### config.mk
export PLATFORM = sky130hd
export DESIGN_NAME = mem_arbiter
export DESIGN_NICKNAME = d
export VERILOG_FILES = /design/src/rtl/mem_arbiter.sv
export SDC_FILE = /design/constraint.sdc
export NUM_CORES = 1
export LEC_CHECK = 0
export BUFFER_PORTS_ARGS = -buffer_cell sky130_fd_sc_hd__buf_4
export CORE_MARGIN = 4
export CORE_UTILIZATION = 45
export CTS_CLUSTER_DIAMETER = 150
export DETAILED_ROUTE_END_ITERATION = 6
export PLACE_DENSITY = 0.83
export SLEW_MARGIN = 15
export SYNTH_ARGS = -nofsm -noshare
export SYNTH_HDL_FRONTEND = slang
export SYNTH_SLANG_ARGS = --single-unit
### constraint.sdc
create_clock -name clock_i -period 2 [get_ports clock_i]
set_input_delay 0.4 -clock clock_i [delete_from_list [all_inputs] [get_ports clock_i]]
set_output_delay 0.4 -clock clock_i [all_outputs]
set_load 0.01 [all_outputs]
### src/rtl/mem_arbiter.sv
// rtl/mem_arbiter.sv - CPU/PPU arbiter sharing one external memory port
module mem_arbiter #(
  parameter int AW     = 16,
  parameter int DW     = 8,
  parameter int STARVE = 3
) (
  input  logic          clock_i,
  input  logic          reset_n_i,
  input  logic          cpu_req_i,
  input  logic          cpu_we_i,
  input  logic [AW-1:0] cpu_a_i,
  input  logic [DW-1:0] cpu_d_i,
  output logic [DW-1:0] cpu_q_o,
  output logic          cpu_ack_o,
  input  logic          ppu_req_i,
  input  logic          ppu_we_i,
  input  logic [AW-1:0] ppu_a_i,
  input  logic [DW-1:0] ppu_d_i,
  output logic [DW-1:0] ppu_q_o,
  output logic          ppu_ack_o,
  output logic          mem_req_o,
  output logic          mem_we_o,
  output logic [AW-1:0] mem_a_o,
  output logic [DW-1:0] mem_d_o,
  input  logic [DW-1:0] mem_q_i,
  input  logic          mem_ack_i,
  output logic          busy_o
);

  localparam int SW = $clog2(STARVE + 1);

  typedef enum logic [1:0] {
    IDLE     = 2'd0,
    CPU_XFER = 2'd1,
    PPU_XFER = 2'd2
  } state_e;

  state_e        state_q, state_d;
  logic [SW-1:0] starve_q, starve_d;
  logic          mem_we_q, mem_we_d;
  logic [AW-1:0] mem_a_q, mem_a_d;
  logic [DW-1:0] mem_d_q, mem_d_d;
  logic          cpu_ack_q, cpu_ack_d;
  logic          ppu_ack_q, ppu_ack_d;
  logic [DW-1:0] cpu_q_q, cpu_q_d;
  logic [DW-1:0] ppu_q_q, ppu_q_d;

  logic is_idle, eff_cpu, eff_ppu, starved, grant_cpu, grant_ppu;

  // A port whose ack is high this cycle is masked so it cannot be re-granted
  // on the stale request it is about to drop.
  assign is_idle   = (state_q == IDLE);
  assign eff_cpu   = cpu_req_i & ~cpu_ack_q;
  assign eff_ppu   = ppu_req_i & ~ppu_ack_q;
  assign starved   = (starve_q == SW'(STARVE));
  assign grant_cpu = is_idle & eff_cpu & (starved | ~eff_ppu);
  assign grant_ppu = is_idle & eff_ppu & ~(eff_cpu & starved);

  // State register; reset drops the memory request immediately
  always_ff @(posedge clock_i or negedge reset_n_i) begin
    if (!reset_n_i) state_q <= IDLE;
    else            state_q <= state_d;
  end

  // Next state: grant from IDLE, return to IDLE on memory completion
  always_comb begin
    state_d = state_q;
    unique case (state_q)
      IDLE: begin
        if (grant_cpu)      state_d = CPU_XFER;
        else if (grant_ppu) state_d = PPU_XFER;
      end
      CPU_XFER, PPU_XFER: begin
        if (mem_ack_i) state_d = IDLE;
      end
      default: state_d = IDLE;
    endcase
  end

  // Output/datapath next values: latch the winner, capture read data, count starvation
  always_comb begin
    mem_we_d  = mem_we_q;
    mem_a_d   = mem_a_q;
    mem_d_d   = mem_d_q;
    cpu_ack_d = 1'b0;
    ppu_ack_d = 1'b0;
    cpu_q_d   = cpu_q_q;
    ppu_q_d   = ppu_q_q;
    starve_d  = starve_q;

    if (grant_cpu) begin
      mem_we_d = cpu_we_i;
      mem_a_d  = cpu_a_i;
      mem_d_d  = cpu_d_i;
    end else if (grant_ppu) begin
      mem_we_d = ppu_we_i;
      mem_a_d  = ppu_a_i;
      mem_d_d  = ppu_d_i;
    end

    if (is_idle) begin
      if (grant_cpu || !cpu_req_i)  starve_d = '0;
      else if (grant_ppu && !starved) starve_d = starve_q + SW'(1);
    end

    if (state_q == CPU_XFER && mem_ack_i) begin
      cpu_ack_d = 1'b1;
      if (!mem_we_q) cpu_q_d = mem_q_i;
    end
    if (state_q == PPU_XFER && mem_ack_i) begin
      ppu_ack_d = 1'b1;
      if (!mem_we_q) ppu_q_d = mem_q_i;
    end
  end

  // Registered outputs and starvation counter
  always_ff @(posedge clock_i or negedge reset_n_i) begin
    if (!reset_n_i) begin
      mem_we_q  <= 1'b0;
      mem_a_q   <= '0;
      mem_d_q   <= '0;
      cpu_ack_q <= 1'b0;
      ppu_ack_q <= 1'b0;
      cpu_q_q   <= '0;
      ppu_q_q   <= '0;
      starve_q  <= '0;
    end else begin
      mem_we_q  <= mem_we_d;
      mem_a_q   <= mem_a_d;
      mem_d_q   <= mem_d_d;
      cpu_ack_q <= cpu_ack_d;
      ppu_ack_q <= ppu_ack_d;
      cpu_q_q   <= cpu_q_d;
      ppu_q_q   <= ppu_q_d;
      starve_q  <= starve_d;
    end
  end

  assign mem_req_o = ~is_idle;
  assign busy_o    = ~is_idle;
  assign mem_we_o  = mem_we_q;
  assign mem_a_o   = mem_a_q;
  assign mem_d_o   = mem_d_q;
  assign cpu_ack_o = cpu_ack_q;
  assign ppu_ack_o = ppu_ack_q;
  assign cpu_q_o   = cpu_q_q;
  assign ppu_q_o   = ppu_q_q;

endmodule

* After elaboration in Yosys (flattened, before gate mapping)
Index checks and enable logic that the tools add are counted.
** Word-level totals
- Register bits after elaboration :: 47
- Logic and storage cells :: 57
- Input port bits :: 63
- Output and inout port bits :: 45
** Cells by class
- Add/subtract/negate cells :: 1
- Multiplexer cells :: 14
- Reduce and logical (&&, ||, !) cells :: 14
- Bitwise logic cells :: 14
- Eq/ne operators :: 5
** Operator list (number)
- 16-bit 2-to-1 mux :: 2
- 8-bit 2-to-1 mux :: 2
- 2-bit 2-to-1 mux :: 5
- 2-bit AND reduction :: 4
- 1-bit bitwise AND :: 7
- 1-bit NOT :: 6
- 2-bit equality test, second input constant :: 2
- 1-bit 2-to-1 mux :: 4
- 2-bit one-hot mux with 2 select lines :: 1
- 2-bit nonzero test :: 2
- 1-bit logical AND :: 3
- 3-bit by 1-bit != test with 1-bit output, second input constant :: 1
- 2-bit by 1-bit adder with 2-bit output, second input constant :: 1
- 2-bit by 1-bit equality test with 1-bit output, second input constant :: 1
- 1-bit logical NOT :: 2
- 2-bit logical NOT :: 1
- 2-bit != test, second input constant :: 1
- 2-bit OR reduction :: 1
- 1-bit logical OR :: 1
- 1-bit OR :: 1

* Logic depth before layout (Yosys ltp)
- Word-level depth :: 8
- Gate-level depth with buffers :: 6
- Gate-level depth less buffers :: 5

* Worst setup path before layout
No wires, ideal clock.
- Kind :: reg-to-reg
- From :: reg starve_q[0]
- To :: reg mem_a_q[0], in the netlist mem_a_o[0]
- Cell stages (with the launch flop) :: 7
- Clock period less this slack :: 1.804 ns
- Buffers on the path :: 2
- Library setup time :: 0.111 ns
- Arrival time :: 1.693 ns
- Required time :: 1.889 ns
- Slack :: 0.196 ns
- Path through :: dfrtp_1 -> ha_1 -> or3b_4 -> and3_1 -> buf_6 -> buf_6 -> a222oi_1
** On the way
- Cells in the longest elaborated chain, start to end :: 5
- Elaborated cells on any way between the ends :: 8
- Classes of those cells :: eq/ne (1); mux (1); bitwise (5); reduce/logical (1)
** Ends and longest elaborated chain
- start, declared :: line 39 : logic [SW-1:0] starve_q, starve_d;
- start signal, assigned :: line 135 : starve_q <= starve_d;
- 2-bit equality test * :: line 55 : assign starved = (starve_q == SW'(STARVE));
- 1-bit bitwise AND :: line 57 : assign grant_ppu = is_idle & eff_ppu & ~(eff_cpu & starved);
- 1-bit NOT :: line 57
- 1-bit bitwise AND :: line 57
- 2-bit nonzero test (no line)
- end signal, assigned :: line 129 : mem_a_q <= mem_a_d;
- end, declared :: line 41 : logic [AW-1:0] mem_a_q, mem_a_d;
Mark *: on every way between the ends. The rest lies on a longest branch, timed or not.
A chain may end at the register's enable or synchronous reset.

* Worst setup path in the final report
- From :: reg starve_q[0]
- To :: reg mem_d_q[0], in the netlist mem_d_o[0]
** On the way
- Cells in the longest elaborated chain, start to end :: 5
- Elaborated cells on any way between the ends :: 8
- Classes of those cells :: eq/ne (1); mux (1); bitwise (5); reduce/logical (1)
** Ends and longest elaborated chain
- 2-bit equality test * :: line 55
- 1-bit bitwise AND :: line 57
- 1-bit NOT :: line 57
- 1-bit bitwise AND :: line 57
- 2-bit nonzero test (no line)
- end signal, assigned :: line 130 : mem_d_q <= mem_d_d;
- end, declared :: line 42 : logic [DW-1:0] mem_d_q, mem_d_d;
Marked as above.

==> key figures <==
Detailed routing
  – Routed WL per cell: 15.0 um
  – Final wirelength: 5.50 mm
  – DR vias: 1,883
  – DRT Pass-1 Iters: 7
  – DR vias/cell: slightly above 5
  – DRC viols: 3
  – Routed Antenna Nets: 0
  – 1st-iter DRT viols: 157

Placement
  – Post-DP HPWL: between 4 and 5 mm
  – Dpl cell area: around 3000 um^2
  – IO buf count: about 110
  – Placed insts: around 360
  – Routability congestion estimate: roughly 0.8

Clock tree
  – CTS tree: yes
  – Clk_lat worst skew: roughly 0.3 ns
  – H-tree depth: 2
  – Clk slew on worst S/H paths: 0.10 ns
  – Clock sinks: 47
  – Num CTS Buffers: 5
  – Maximum clock path buffer count: 2
  – Hold bufs inserted after CTS: 0
  – Root Driver: clkbuf_8

Die
  – Row cnt: 24
  – Die Ht: 77.4 um
  – Initial core utilization: 48.1%
  – Die ar.: between 5000 and 6000 um^2
  – I/O pins: 108
  – Die W: 77.4 um
  – Core Box Area: ~4500 um^2

Yosys
  – Mapped cell area: 2170 um^2
  – Most frequent cells after synthesis: inv_1 (79), dfrtp_1 (47), a222oi_1 (25), mux2_2 (16)
  – Cells after synthesis: 202
  – Sequential-to-total area share from yosys stat: about 54%
  – Syn_area_per_cell: about 11 um^2
  – Async SR Flop Fraction: 100%
  – Number of synthesized flops with an enable pin: 0
  – Post-synth top flop: dfrtp_1
  – Most common cell in the netlist: inv_1
  – Dominant cell type by area after synthesis: dfrtp_1
  – #FFs+latches synth: 47
  – Syn Nets: approximately 270
  – Top cell type's share of synthesized area: 54.3%
  – Area contributors post-synth: dfrtp_1 (54%), inv_1 (14%), a222oi_1 (12%)
  – Post-synthesis cell type count: 26
  – Synthesis Warnings: 0

Global routing
  – Grt met3 use: 6.94%
  – Met1 usage: 22.4%
  – Gr busiest metal: met2
  – Global-route wire length before repair: 8.87 mm
  – Vias in the first global route: roughly 1,900
  – Antenna violations before repair: 0
  – Grt ovf: 0
  – Met2 Use GR: between 30 and 40%
  – Largest net degree at the start of global routing: 48
  – GR Util All Layers: 18.3%

Setup path
  – Flop2flop setup slack: 0.1 ns
  – R2R Path End: mem_d_o[0]$_DFFE_PN0P_
  – R2r worst-path depth: 5
  – Critical Path Fanout Max: 16
  – Max incr delay on CP: 0.43 ns
  – CP Launch Type: flip-flop
  – Critical Path RT: 2.19 ns
  – Critical path type: flip-flop to flip-flop
  – Crit path max-delay family: simple AND/OR/NAND/NOR gates
  – WP buf/inv: 1
  – Crit-path slowest cell: or3b_4
  – CP arrival: 2.10 ns
  – RR Startpoint: starve_q[0]$_DFFE_PN0P_
  – Ordered cell list for the critical path: ha_2 > or3b_4 > and3_1 > buf_4 > a222oi_1
  – Crit end category: flip-flop

Final layout
  – Share of layout cells above drive strength 1: 44.8%
  – Final Non-Filler Cells: around 370
  – Synth-to-Final Area Change: 44.5%
  – Fin nets: 381
  – Final non-filler cell area: approximately 3100 um^2
  – N_diodes: 0
  – Final Util: 69.5%

Pwr
  – P_leak: 1.81 nW
  – Max VDD drop: 0.852 mV
  – Overall power consumption: about 4.3 mW
  – Pwr per Cell Area: 1360 nW/um^2

Timing
  – Skew final: 0.0131 ns
  – Slew Limit Fails: 0
  – Fmax: 525 MHz
  – Setup violators final: 0
  – Fin crit period: about 1.9 ns
  – Hold Violations, Final: 0
  – Period utilisation layout: 95.2%
  – Worst rel slew slack: 34.9%
  – Worst Tran Pin Value: about 0.98 ns

Min path
  – Min-delay worst type: input pin to async pin

Status
  – Failing checks: DRC
  – Run status: complete, but fails checks

Flow run
  – Max-cap violation count: 0
==> cells by family (layout without fill, tap and decap cells) <==
logic type	Yosys count	in the layout	share of synthesized area [%]
AOI/OAI and AO/OA	33	33	14.6
buffers and inverters	87	200	16.4
muxes	16	16	8.32
DFF	47	47	54.3
adders and majority gates	4	4	2.31
and+or+nand+nor	15	15	4.10
==> final cells by class <==
| cell class | count | area [um^2] |
|---|---|---|
| Fill cell | 366 | 1380 |
| Sequential cell | 47 | 1180 |
| Timing Repair Buffer | 113 | 848 |
| Multi-Input combinational cell | 68 | 648 |
| Inverter | 79 | 297 |
| Clock buffer | 5 | 68.8 |
| Tap cell | 52 | 65.1 |
| Clock inverter | 3 | 26.3 |
==> layout by cell type, fill, tap and decap left out <==
| cell | count |
|---|---|
| inv_1 | 79 |
| and2_1 | 2 |
| o2bb2ai_1 | 1 |
| and3_1 | 1 |
| mux2_2 | 16 |
| inv_6 | 2 |
| nand4_1 | 2 |
| a222oi_1 | 25 |
| o311ai_0 | 1 |
| nor2b_1 | 2 |
| or2b_1 | 1 |
| a211oi_4 | 1 |
| ha_2 | 1 |
| o21ai_0 | 1 |
| o221ai_1 | 1 |
| nand3_1 | 1 |
| nand2b_1 | 1 |
| a21boi_0 | 1 |
| or3b_4 | 1 |
| clkinv_4 | 1 |
| clkbuf_8 | 5 |
| o21ai_2 | 1 |
| buf_4 | 113 |
| ha_1 | 3 |
| a22o_1 | 1 |
| nand2_1 | 4 |
| dfrtp_1 | 47 |
==> metrics by stage <==
stage | TNS (ns) | worst slack (ns) | hold slack, ns
after floorplan | 0 | 0.196 | 0.104
after global placement | 0 | 0.149 | 0.441
after detailed placement | 0 | 0.0319 | 0.445
after CTS | 0 | 0.0290 | 0.108
after global routing | -0.0210 | -0.0210 | 0.123
final | 0 | 0.0967 | 0.0920
==> worst register-to-register path, delay by kind of cell (launching register included) <==
family	cells	cell delay, ns
adders and majority gates	1	0.22
AOI/OAI and AO/OA	1	0.34
DFF	1	0.41
buffers and inverters	1	0.19
and+or+nand+nor	2	0.64
==> repair_timing <==
item	4_1_cts	5_1_grt
gates resized for setup	0	1
endpoints found under the setup margin	0	12
buffers inserted	0	2
==> sequential cells by signal (all words and copies together), names as in the netlist <==
register / cells
cpu_q_o: 8
starve_q: 2
cpu_ack_o: 1
ppu_q_o: 8
state_q: 2
mem_d_o: 8
mem_a_o: 16
ppu_ack_o: 1
mem_we_o: 1
==> per-layer routing <==
layer	wire length, um	share of wire, %
met4	41	0.75
met1	2220	40
met5	0	0
met2	2730	50
met3	516	9.4
==> where the power goes <==
group,total [mW],internal (mW),switching [mW]
Sequential,1.65,1.39,0.253
Clock,0.602,0.257,0.345
Combinational,2.00,1.06,0.941
Total,4.25,2.71,1.54
==> how the worst max path moves through the flow <==
stage / slack (ns) / start / depth (start not counted) / endpoint
after floorplan: 0.20 / starve_q[0]$_DFFE_PN0P_ / 6 / mem_a_o[0]$_DFFE_PN0P_
after global placement: 0.15 / cpu_req_i / 4 / mem_d_o[3]$_DFFE_PN0P_
after detailed placement: 0.03 / cpu_req_i / 4 / mem_a_o[2]$_DFFE_PN0P_
after CTS: 0.03 / starve_q[0]$_DFFE_PN0P_ / 5 / mem_d_o[4]$_DFFE_PN0P_
after global routing: -0.02 / starve_q[0]$_DFFE_PN0P_ / 5 / mem_d_o[0]$_DFFE_PN0P_
final: 0.1 / starve_q[0]$_DFFE_PN0P_ / 5 / mem_d_o[0]$_DFFE_PN0P_
No activity file was read; power rests on OpenSTA's default activity.
